**config.mk**
```make
export PLATFORM = sky130hd
export DESIGN_NAME = cix_seq
export DESIGN_NICKNAME = d
export VERILOG_FILES = /design/src/rtl/cix_seq.sv
export SDC_FILE = /design/constraint.sdc
export NUM_CORES = 1
export LEC_CHECK = 0
export CORE_AREA = 5 5 93 95
export CTS_CLUSTER_DIAMETER = 200
export DETAILED_ROUTE_END_ITERATION = 12
export DIE_AREA = 0 0 98 100
export DONT_BUFFER_PORTS = 1
export GPL_ROUTABILITY_DRIVEN = 0
export HOLD_SLACK_MARGIN = 0.06
export PLACE_DENSITY_LB_ADDON = 0.12
export SLEW_MARGIN = 30
export SYNTH_ARGS = -nofsm -noshare
export SYNTH_HDL_FRONTEND = slang
export SYNTH_SLANG_ARGS = --single-unit
export TNS_END_PERCENT = 50
```
**constraint.sdc**
```tcl
create_clock -name clock -period 17.4 [get_ports clock]
set_input_delay 4.35 -clock clock [delete_from_list [all_inputs] [get_ports clock]]
set_output_delay 4.35 -clock clock [all_outputs]
set_load 0.1 [all_outputs]
```
**src/rtl/cix_seq.sv**
```systemverilog
// Multi-cycle bit-count sequencer: scans a W-bit operand one 2^ORDER-bit slice per
// cycle through an internal cix slice, giving clz/ctz (early exit) or zero popcount.
module cix_seq #(
  parameter int unsigned ORDER = 3,
  parameter int unsigned STEPS = 2,
  localparam int unsigned W  = 2**(ORDER+STEPS),
  localparam int unsigned CW = ORDER+STEPS+1
) (
  input  logic          clock,
  input  logic          reset_n,
  input  logic          req_valid,
  output logic          req_ready,
  input  logic          req_top,
  input  logic          req_bot,
  input  logic          req_inv,
  input  logic [W-1:0]  req_data,
  output logic          res_valid,
  input  logic          res_ready,
  output logic [CW-1:0] res_count,
  output logic          res_zero
);

  localparam int unsigned S = 2**ORDER;

  typedef enum logic [1:0] {ST_IDLE, ST_RUN, ST_DONE} state_t;

  state_t          r_state;
  state_t          w_state_nxt;
  logic [W-1:0]    r_sh;
  logic [CW-1:0]   r_acc;
  logic [STEPS-1:0] r_step;
  logic            r_top;
  logic            r_bot;
  logic            r_zero;

  logic [W-1:0]    w_d;
  logic [S-1:0]    w_slice;
  logic [S-1:0]    w_tmp;
  logic [ORDER:0]  w_cnt;
  logic            w_found;
  logic            w_ctz;
  logic            w_last;
  logic            w_accept;

  assign w_d      = req_inv ? ~req_data : req_data;
  assign w_ctz    = !r_top && r_bot;
  assign w_slice  = w_ctz ? r_sh[S-1:0] : r_sh[W-1:W-S];
  assign w_accept = req_valid && req_ready;

  // Internal cix slice: leading/trailing zero count or zero population of one slice.
  always_comb begin
    w_tmp   = w_slice;
    w_found = 1'b0;
    w_cnt   = '0;
    case ({r_top, r_bot})
      2'b10: begin
        for (int unsigned i = 0; i < S; i++) begin
          if (!w_found) begin
            if (w_tmp[S-1]) w_found = 1'b1;
            else            w_cnt   = w_cnt + (ORDER+1)'(1);
          end
          w_tmp = w_tmp << 1;
        end
      end
      2'b01: begin
        for (int unsigned i = 0; i < S; i++) begin
          if (!w_found) begin
            if (w_tmp[0]) w_found = 1'b1;
            else          w_cnt   = w_cnt + (ORDER+1)'(1);
          end
          w_tmp = w_tmp >> 1;
        end
      end
      2'b11: begin
        for (int unsigned i = 0; i < S; i++) begin
          if (!w_tmp[S-1]) w_cnt = w_cnt + (ORDER+1)'(1);
          w_tmp = w_tmp << 1;
        end
      end
      default: w_cnt = '0;
    endcase
  end

  // Reserved op stops after one cycle; clz/ctz stop on the first non-zero slice.
  assign w_last = ({r_top, r_bot} == 2'b00) ||
                  ((r_top ^ r_bot) && (|w_slice)) ||
                  (r_step == '1);

  always_ff @(posedge clock or negedge reset_n) begin
    if (!reset_n) r_state <= ST_IDLE;
    else          r_state <= w_state_nxt;
  end

  always_comb begin
    w_state_nxt = r_state;
    req_ready   = 1'b0;
    res_valid   = 1'b0;
    case (r_state)
      ST_IDLE: begin
        req_ready = 1'b1;
        if (req_valid) w_state_nxt = ST_RUN;
      end
      ST_RUN: begin
        if (w_last) w_state_nxt = ST_DONE;
      end
      ST_DONE: begin
        res_valid = 1'b1;
        if (res_ready) w_state_nxt = ST_IDLE;
      end
      default: w_state_nxt = ST_IDLE;
    endcase
  end

  always_ff @(posedge clock or negedge reset_n) begin
    if (!reset_n) begin
      r_sh   <= '0;
      r_acc  <= '0;
      r_step <= '0;
      r_top  <= 1'b0;
      r_bot  <= 1'b0;
      r_zero <= 1'b0;
    end else if (w_accept) begin
      r_sh   <= w_d;
      r_top  <= req_top;
      r_bot  <= req_bot;
      r_acc  <= '0;
      r_step <= '0;
      r_zero <= (w_d == '0);
    end else if (r_state == ST_RUN) begin
      r_acc  <= r_acc + CW'(w_cnt);
      r_sh   <= w_ctz ? (r_sh >> S) : (r_sh << S);
      r_step <= r_step + STEPS'(1);
    end
  end

  assign res_count = r_acc;
  assign res_zero  = r_zero;

endmodule

```
==> metrics.cfg, run 1 <==
[outcome]
status=complete, no violations

[yosys]
async_reset_ff_frac=1.00
netlist_instances=542
syn-cell-area_um2=4450
yosysUniqueCellTypes=61
yosysSeqAreaShare=0.253
yosysTopAreaCell=dfrtp_1
synth_nets=607
avgSynthCellArea_um2=8.22
ys_top_cells_by_area=dfrtp_1, xnor2_1, ha_1
netlist.area_leader.share=0.253
ys_ff_latch=45
synthFlopType=dfrtp_1
yosys_warnings=0
synth-edff-count=0

[finish]
postLayoutCellArea_um2=4590
nets=587
antenna_cells=0
drive_gt1_frac=0.0631
fillers=724
syn_to_final_growth_pct=3.06

[hold_path]
min_path_cells=1
min_to=r_step[0]$_DFFE_PN0P_
holdCritPathClass=reg2reg
hold_path_startpoint=r_step[0]$_DFFE_PN0P_

[timing]
fmax_mhz=142
tns_ps=0
setup_ws_ps=10360
maxSlewViolCount=0
setup_viol=0
period_minus_slack_ps=7040
post-route-period-util=0.404
hold_violations=0
skew_ps=5.44
maxSlewHeadroom=0.339
rsz0062_at_grt=no
worst_pin_slew_ps=991

[worst_setup_path]
r2r_start=r_top$_DFFE_PN0P_
r2r-end=res_count[5]$_DFFE_PN0P_
r2r_setup_slack_ps=10360
crit_type=reg2reg
end_kind=register
cp_max_fo=58
cp.arrival_ps=7250
ff2ff_path_depth=33
setup.worst_path.start=r_top$_DFFE_PN0P_
required_ps=17610
path_common_cell=ha_1
slowest_stage=buf_4
cpPeakStageDelay_ps=540
startpoint_type=register

[grt]
grt_pass1_wl_um=18300
grt_usage=0.224
grt-ovfl-total=0
grt_max_degree=64
antenna_found_initial=0
grt_pass1_vias=3747

[clocking]
post_cts_buffers=0
cts.clk_slew.worst_paths_ps=80
ctsHtreeMaxLevel=2
ctsResizeCount=0
clk_latency_ps=290
cts_tree=yes
root_buffer=clkbuf_8
cts_buffers=5
hold_buffers=0
clockBufferDepth=2
cts.sinks=45

[route]
dr.pass1.iters=5
avgRoutedWirePerCell_um=17.6
drtIter0Drc=199
viasPerCell=6.29
num_vias=3930
wirelength_um=11000
drc=0
ant_nets=0

[place]
dp_hpwl_um=8180
dpl_worst_slack_ps=10480
placed_cell_area_um2=4500
io_buffers=0

[run]
drv_cap=0

[floorplan]
die_x_um=98
start_util=0.582
core_area_um2=7650
die_area_um2=9800
rows=32
pin_count=48
die-height_um=100

[flip-flops by register name, summed over array words and instances (netlist names)]
name / cells
res_count: 6
res_zero: 1
r_state: 2
r_top: 1
r_step: 2
r_sh: 32
r_bot: 1
[layer usage]
metal / wire length (um) / up-vias / GRT usage
met2: 5030 / 86 / 0.363
met3: 456 / 19 / 0.0292
met1: 5200 / 1871 / 0.311
met5: 0 / - / 0
met4: 282 / 0 / 0.0756
li1: - / 1954 / -
[cells by family (layout without fill, tap and decap cells)]
logic type / count (synthesis) / after routing / share of synthesized area
flops: 45 / 45 / 0.253
simple gates: 189 / 189 / 0.214
fa+ha+maj: 26 / 26 / 0.0747
compound gates: 142 / 142 / 0.209
xor+xnor: 57 / 57 / 0.122
mux: 36 / 36 / 0.0826
buf+inv: 47 / 28 / 0.0447
[Yosys cell counts (3+ instances only)]
master and number:
a211o_1 3, a211oi_1 6, a21o_1 3, a21oi_1 16, a221o_1 7, a31oi_1 18
and3_1 7, and4b_1 3, buf_1 4, buf_2 6, clkbuf_1 21, dfrtp_1 45
ha_1 25, inv_1 14, mux2_2 6, mux2i_1 30, nand2_1 65, nand3_1 18
nand4_1 8, nor2_1 42, nor2b_1 3, nor3_1 6, nor3b_1 5, o211ai_1 21
o21a_1 3, o21ai_0 46, or3_1 5, or4_1 10, xnor2_1 38, xor2_1 16
[critical path: cells and delay by family (launching register included)]
kind,cells,cell delay [ps]
multiplexers,4,980
buffers and inverters,3,780
flip-flops,1,400
adder cells (fa/ha/maj),8,2420
AND/OR/NAND/NOR,8,680
XOR/XNOR,1,190
AO/OA/AOI/OAI,9,1420
[worst max-delay path by stage]
stage	slack [ps]	endpoint	cells after the start
2_1_floorplan	11130	res_count[5]$_DFFE_PN0P_	30
3_3_place_gp	10790	res_count[5]$_DFFE_PN0P_	33
3_5_place_dp	10480	res_count[5]$_DFFE_PN0P_	33
4_1_cts	10450	res_count[5]$_DFFE_PN0P_	33
5_1_grt	9820	res_count[5]$_DFFE_PN0P_	33
6_report	10360	res_count[5]$_DFFE_PN0P_	33
[cell usage in the layout, fill, tap and decap left out, types with 14 or more instances in the layout]
cell,netlist,layout
nand2_1,65,64
o21ai_0,46,46
dfrtp_1,45,45
nor2_1,42,41
xnor2_1,38,38
mux2i_1,30,30
ha_1,25,24
o211ai_1,21,21
a31oi_1,18,18
nand3_1,18,18
xor2_1,16,16
a21oi_1,16,16
inv_1,14,14
[cell type report]
cell class,count,area [um2],share of cell area
clock buffers,6,72.6,0.0158
clock inverters,2,10.0,0.00218
inverters,14,52.6,0.0114
multi-input cells,450,3160,0.688
flip-flops and latches,45,1130,0.245
well taps,102,128,0.0278
repair buffers,6,45.0,0.00981
[metrics by stage]
stage	utilization	std cells	hold WS [ps]
after floorplan	-	542	468
after global placement	0.588	617	490
after detailed placement	0.589	617	501
after CTS	0.600	625	517
after global routing	0.600	625	534
final	0.600	625	513
Power of run 1 is not shown: default switching activity piles up to over one toggle a cycle in this logic, so the estimate is an artifact.
==> inputs of run 2 (changes only) <==
==> constraint.sdc (replaced) <==
create_clock -name clock -period 5.95 [get_ports clock]
set_input_delay 1.4875 -clock clock [delete_from_list [all_inputs] [get_ports clock]]
set_output_delay 1.4875 -clock clock [all_outputs]
set_load 0.1 [all_outputs]
==> metrics.cfg, run 2 (synthesis results as in run 1) <==
[outcome]
status=complete, no violations

[worst_setup_path]
r2r_setup_slack_ps=110  ; -10250 ps
startpoint_type=register
cp.arrival_ps=6060  ; -1190 ps
end_kind=register
r2r_start=r_top$_DFFE_PN0P_
path_common_cell=ha_4
r2r-end=res_count[5]$_DFFE_PN0P_
cpPeakStageDelay_ps=410  ; -130 ps
crit_type=reg2reg
cp_max_fo=5  ; -91%
slowest_stage=dfrtp_1
required_ps=6170  ; -11440 ps
ff2ff_path_depth=28  ; -15%

[finish]
nets=615  ; +4.8%
final_common_cell=nand2_1
largest_register=r_sh
antenna_cells=0  ; unchanged
final_cell_mix=nand2_1, dfrtp_1, o21ai_0
fin_util=0.659  ; +0.0582
syn_to_final_growth_pct=13.1
largest_register_ffs=32  ; unchanged
fin_cells=653  ; +4.5%
drive_gt1_frac=0.151  ; +0.0875
fillers=638  ; -12%

[grt]
grt-ovfl-total=0  ; unchanged
grt_pass1_wl_um=18800  ; +2.6%
antenna_found_initial=0  ; unchanged
grt_pass1_vias=3921  ; +4.6%
grt_usage=0.232  ; +0.00739
grt_max_degree=64  ; unchanged

[hold_path]
min_to=r_step[0]$_DFFE_PN0P_
holdCritPathClass=reg2reg
hold_path_startpoint=r_step[0]$_DFFE_PN0P_
min_path_cells=1  ; unchanged

[place]
dpl_worst_slack_ps=-219  ; -10690 ps
io_buffers=0  ; unchanged
dpl.cell_count=632  ; +2.4%
dp_hpwl_um=8550  ; +4.5%

[route]
met3_length_um=654  ; +43%
drtIter0Drc=192  ; -3.5%
num_vias=4129  ; +5.1%
dr.pass1.iters=5  ; unchanged
ant_nets=0  ; unchanged
viasPerCell=6.32  ; +0.56%
avgRoutedWirePerCell_um=18.0  ; +2.8%
drc=0  ; unchanged
wl_met1_um=5240  ; +0.73%
met2_length_um=5580  ; +11%
wirelength_um=11800  ; +7.4%
routed.top_layer=met4

[floorplan]
die_x_um=98  ; unchanged
die-height_um=100  ; unchanged
pin_count=48  ; unchanged
die_area_um2=9800  ; unchanged
rows=32  ; unchanged
start_util=0.582  ; unchanged
core_area_um2=7650  ; unchanged

[clocking]
cts.sinks=45  ; unchanged
hold_buffers=0  ; unchanged
cts.clk_slew.worst_paths_ps=80  ; about the same
clk_latency_ps=290  ; about the same
root_buffer=clkbuf_8
cts_buffers=5  ; unchanged
clockBufferDepth=2  ; unchanged
ctsHtreeMaxLevel=2  ; unchanged
cts_tree=yes

[timing]
setup_viol=0  ; unchanged
post-route-period-util=0.982  ; +0.577
skew_ps=3.12  ; -2.33 ps
maxSlewViolCount=0  ; unchanged
maxSlewHeadroom=0.334  ; -0.00503
period_minus_slack_ps=5840  ; -1200 ps
setup_ws_ps=109  ; -10250 ps
fmax_mhz=171  ; +20%
rsz0062_at_grt=yes
worst_pin_slew_ps=999  ; +7.55 ps
hold_violations=0  ; unchanged

[run]
drv_cap=0  ; unchanged

-- run 2: how the worst max path moves through the flow --
| stage | start | to | cells past startpoint |
|---|---|---|---|
| after floorplan | r_top$_DFFE_PN0P_ | res_count[5]$_DFFE_PN0P_ | 30 |
| after global placement | r_top$_DFFE_PN0P_ | res_count[5]$_DFFE_PN0P_ | 28 |
| after detailed placement | r_top$_DFFE_PN0P_ | res_count[5]$_DFFE_PN0P_ | 28 |
| after CTS | r_top$_DFFE_PN0P_ | res_count[5]$_DFFE_PN0P_ | 32 |
| after global routing | r_top$_DFFE_PN0P_ | res_count[5]$_DFFE_PN0P_ | 32 |
| final | r_top$_DFFE_PN0P_ | res_count[5]$_DFFE_PN0P_ | 28 |
-- run 2: area by class of cell --
class | count | area, um2 | share of cell area
Clock inverter | 1 | 5.00 | 0.000994
Clock buffer | 7 | 96.3 | 0.0191
Multi-Input combinational cell | 450 | 3330 | 0.662
Tap cell | 102 | 128 | 0.0253
Timing Repair Buffer | 34 | 297 | 0.0589
Inverter | 14 | 52.6 | 0.0104
Sequential cell | 45 | 1130 | 0.224
-- run 2: critical path: cells and delay by family (launching register included) --
kind / cells / cell delay [ps]
mux: 4 / 1100
flops: 1 / 410
fa+ha+maj: 8 / 1990
compound gates: 9 / 1630
buf+inv: 2 / 160
simple gates: 5 / 460
-- run 2: stage by stage --
stage                     hold slack, ps  setup TNS, ps  instance area [um2]
after floorplan                      468              0                 4480
after global placement               493              0                 4630
after detailed placement             501           -399                 4640
after CTS                            517              0                 4770
after global routing                 542           -472                 5040
final                                512              0                 5040
-- run 2: metal layers --
layer / global-route usage / vias up
li1: - / 2009
met1: 0.312 / 1967
met2: 0.380 / 127
met3: 0.0389 / 26
met4: 0.0777 / 0
met5: 0 / -
-- run 2: repair_timing --
action | in CTS | in global routing
setup endpoints to repair | 3 | 5
buffers inserted | 0 | 12
gates cloned | 0 | 1
pin swaps | 2 | 20
resized for setup | 5 | 28
Power of run 2 is left out for the same reason.
==> inputs of run 3 (changes only) <==
--- a/config.mk
+++ b/config.mk
@@ -5,10 +5,10 @@
 export SDC_FILE = /design/constraint.sdc
 export NUM_CORES = 1
 export LEC_CHECK = 0
-export CORE_AREA = 5 5 93 95
+export CORE_AREA = 5 5 106 108
 export CTS_CLUSTER_DIAMETER = 200
 export DETAILED_ROUTE_END_ITERATION = 12
-export DIE_AREA = 0 0 98 100
+export DIE_AREA = 0 0 111 113
 export DONT_BUFFER_PORTS = 1
 export GPL_ROUTABILITY_DRIVEN = 0
 export HOLD_SLACK_MARGIN = 0.06
==> metrics.cfg, run 3 (synthesis results as in run 1) <==
[route]
drtIter0Drc=230  ; +20%
dr.pass1.iters=5  ; unchanged
avgRoutedWirePerCell_um=17.5  ; -3.0%
drc=0  ; unchanged
ant_nets=0  ; unchanged
wirelength_um=12100  ; +2.7%
num_vias=4094  ; -0.85%
viasPerCell=5.92  ; -6.3%

[finish]
nets=619  ; +0.65%
drive_gt1_frac=0.155  ; +0.00432
largest_register=r_sh
syn_to_final_growth_pct=13.1  ; about the same
postLayoutCellArea_um2=5040  ; about the same
final_common_cell=nand2_1
antenna_cells=0  ; unchanged
largest_register_ffs=32  ; unchanged
final_cell_mix=nand2_1, dfrtp_1, nor2_1

[worst_setup_path]
startpoint_type=register
crit_type=reg2reg
cp_max_fo=7  ; +2
end_kind=register
setup.worst_path.start=r_top$_DFFE_PN0P_
cp.arrival_ps=6120  ; +60 ps
required_ps=6180  ; about the same
r2r_start=r_top$_DFFE_PN0P_

[clocking]
ctsHtreeMaxLevel=2  ; unchanged
cts_tree=yes
clockBufferDepth=2  ; unchanged
hold_buffers=0  ; unchanged
root_buffer=clkbuf_8
clk_latency_ps=310  ; +20 ps
cts.clk_slew.worst_paths_ps=90  ; about the same
cts.sinks=45  ; unchanged
cts_buffers=5  ; unchanged

[grt]
grt-ovfl-total=0  ; unchanged
grt_pass1_wl_um=20200  ; +7.6%
grt_usage=0.194  ; -0.0381
grt_pass1_vias=3994  ; +1.9%
grt_max_degree=64  ; unchanged
antenna_found_initial=0  ; unchanged

[timing]
maxSlewViolCount=0  ; unchanged
post-route-period-util=0.990  ; +0.00876
hold_violations=0  ; unchanged
hold_ws_ps=517  ; +5.15 ps
fmax_mhz=170  ; -0.88%
maxSlewHeadroom=0.337  ; +0.00237
rsz0062_at_grt=yes
worst_pin_slew_ps=995  ; -3.55 ps
skew_ps=8.36  ; +5.24 ps
period_minus_slack_ps=5890  ; +52.1 ps
setup_viol=0  ; unchanged

[floorplan]
die_area_um2=12500  ; +28%
rows=37  ; +16%
die_x_um=111  ; +13%
start_util=0.439  ; -0.143
core_area_um2=10100  ; +33%
die-height_um=113  ; +13%
pin_count=48  ; unchanged

[place]
placed_cell_area_um2=4730  ; +1.9%
io_buffers=0  ; unchanged
dp_hpwl_um=9100  ; +6.4%

[hold_path]
holdCritPathClass=reg2reg
hold_path_startpoint=r_step[0]$_DFFE_PN0P_

[outcome]
status=complete, no violations

[run]
drv_cap=0  ; unchanged

[run 3: final cells by class]
type | instances | area, um2
fillers | 962 | 5100
clock buffers | 7 | 76.3
well taps | 136 | 170
multi-input cells | 450 | 3310
inverters | 14 | 52.6
clock inverters | 1 | 7.51
repair buffers | 38 | 297
flip-flops and latches | 45 | 1130
[run 3: critical path, stage by stage (launching register included)]
cell and delay [ps]:
dfrtp_1 390, inv_2 80, ha_4 220, mux2i_2 280, buf_4 170, ha_4 200, xnor2_1 240, ha_4 250
nand2_1 60, nand2_1 50, ha_1 290, a211oi_2 250, o21ai_2 100, ha_1 270, mux2_4 280, ha_1 290
mux2_4 300, ha_4 230, mux2_2 260, a222oi_1 250, nor2_1 130, ha_1 310, a21o_1 190, a21oi_2 160
nor2b_1 70, o211ai_1 230, nand3_1 110, o21ai_1 120
[run 3: path summary, 6_finish.rpt]
path                                                 end  slack [ps]  cells after the start
worst max-delay path            res_count[5]$_DFFE_PN0P_          60                     27
worst min-delay path               r_step[0]$_DFFE_PN0P_         520                      1
worst max register to register  res_count[5]$_DFFE_PN0P_          60                     27
worst min register to register     r_step[0]$_DFFE_PN0P_         520                      1
max in group asynchronous           r_sh[28]$_DFFE_PN0P_        4980                      0
min in group asynchronous           r_sh[25]$_DFFE_PN0P_         860                      0
[run 3: per-stage QoR]
stage	instances	setup WS, ps	TNS, ps	util
floorplan	542	10.3	0	-
global placement	673	114	0	0.465
detailed placement	673	-168	-236	0.467
CTS	683	-12.1	-12.1	0.478
global route	691	-283	-536	0.497
finish	691	56.9	0	0.497
[run 3: what timing repair did]
action / 4_1_cts / 5_1_grt
buffers inserted: 2 / 8
gates resized for setup: 5 / 30
pin swaps: 3 / 22
endpoints found under the hold margin: 0 / 0
setup endpoints to repair: 2 / 5
[run 3: layer usage]
layer,vias to the layer above,share of wire,global-route usage,routed length [um]
met2,115,0.47,0.321,5650
met4,0,0.026,0.0706,313
met5,-,0,0,0
met3,20,0.055,0.0321,670
li1,2021,-,-,-
met1,1938,0.45,0.256,5470
Power of run 3 is left out for the same reason.
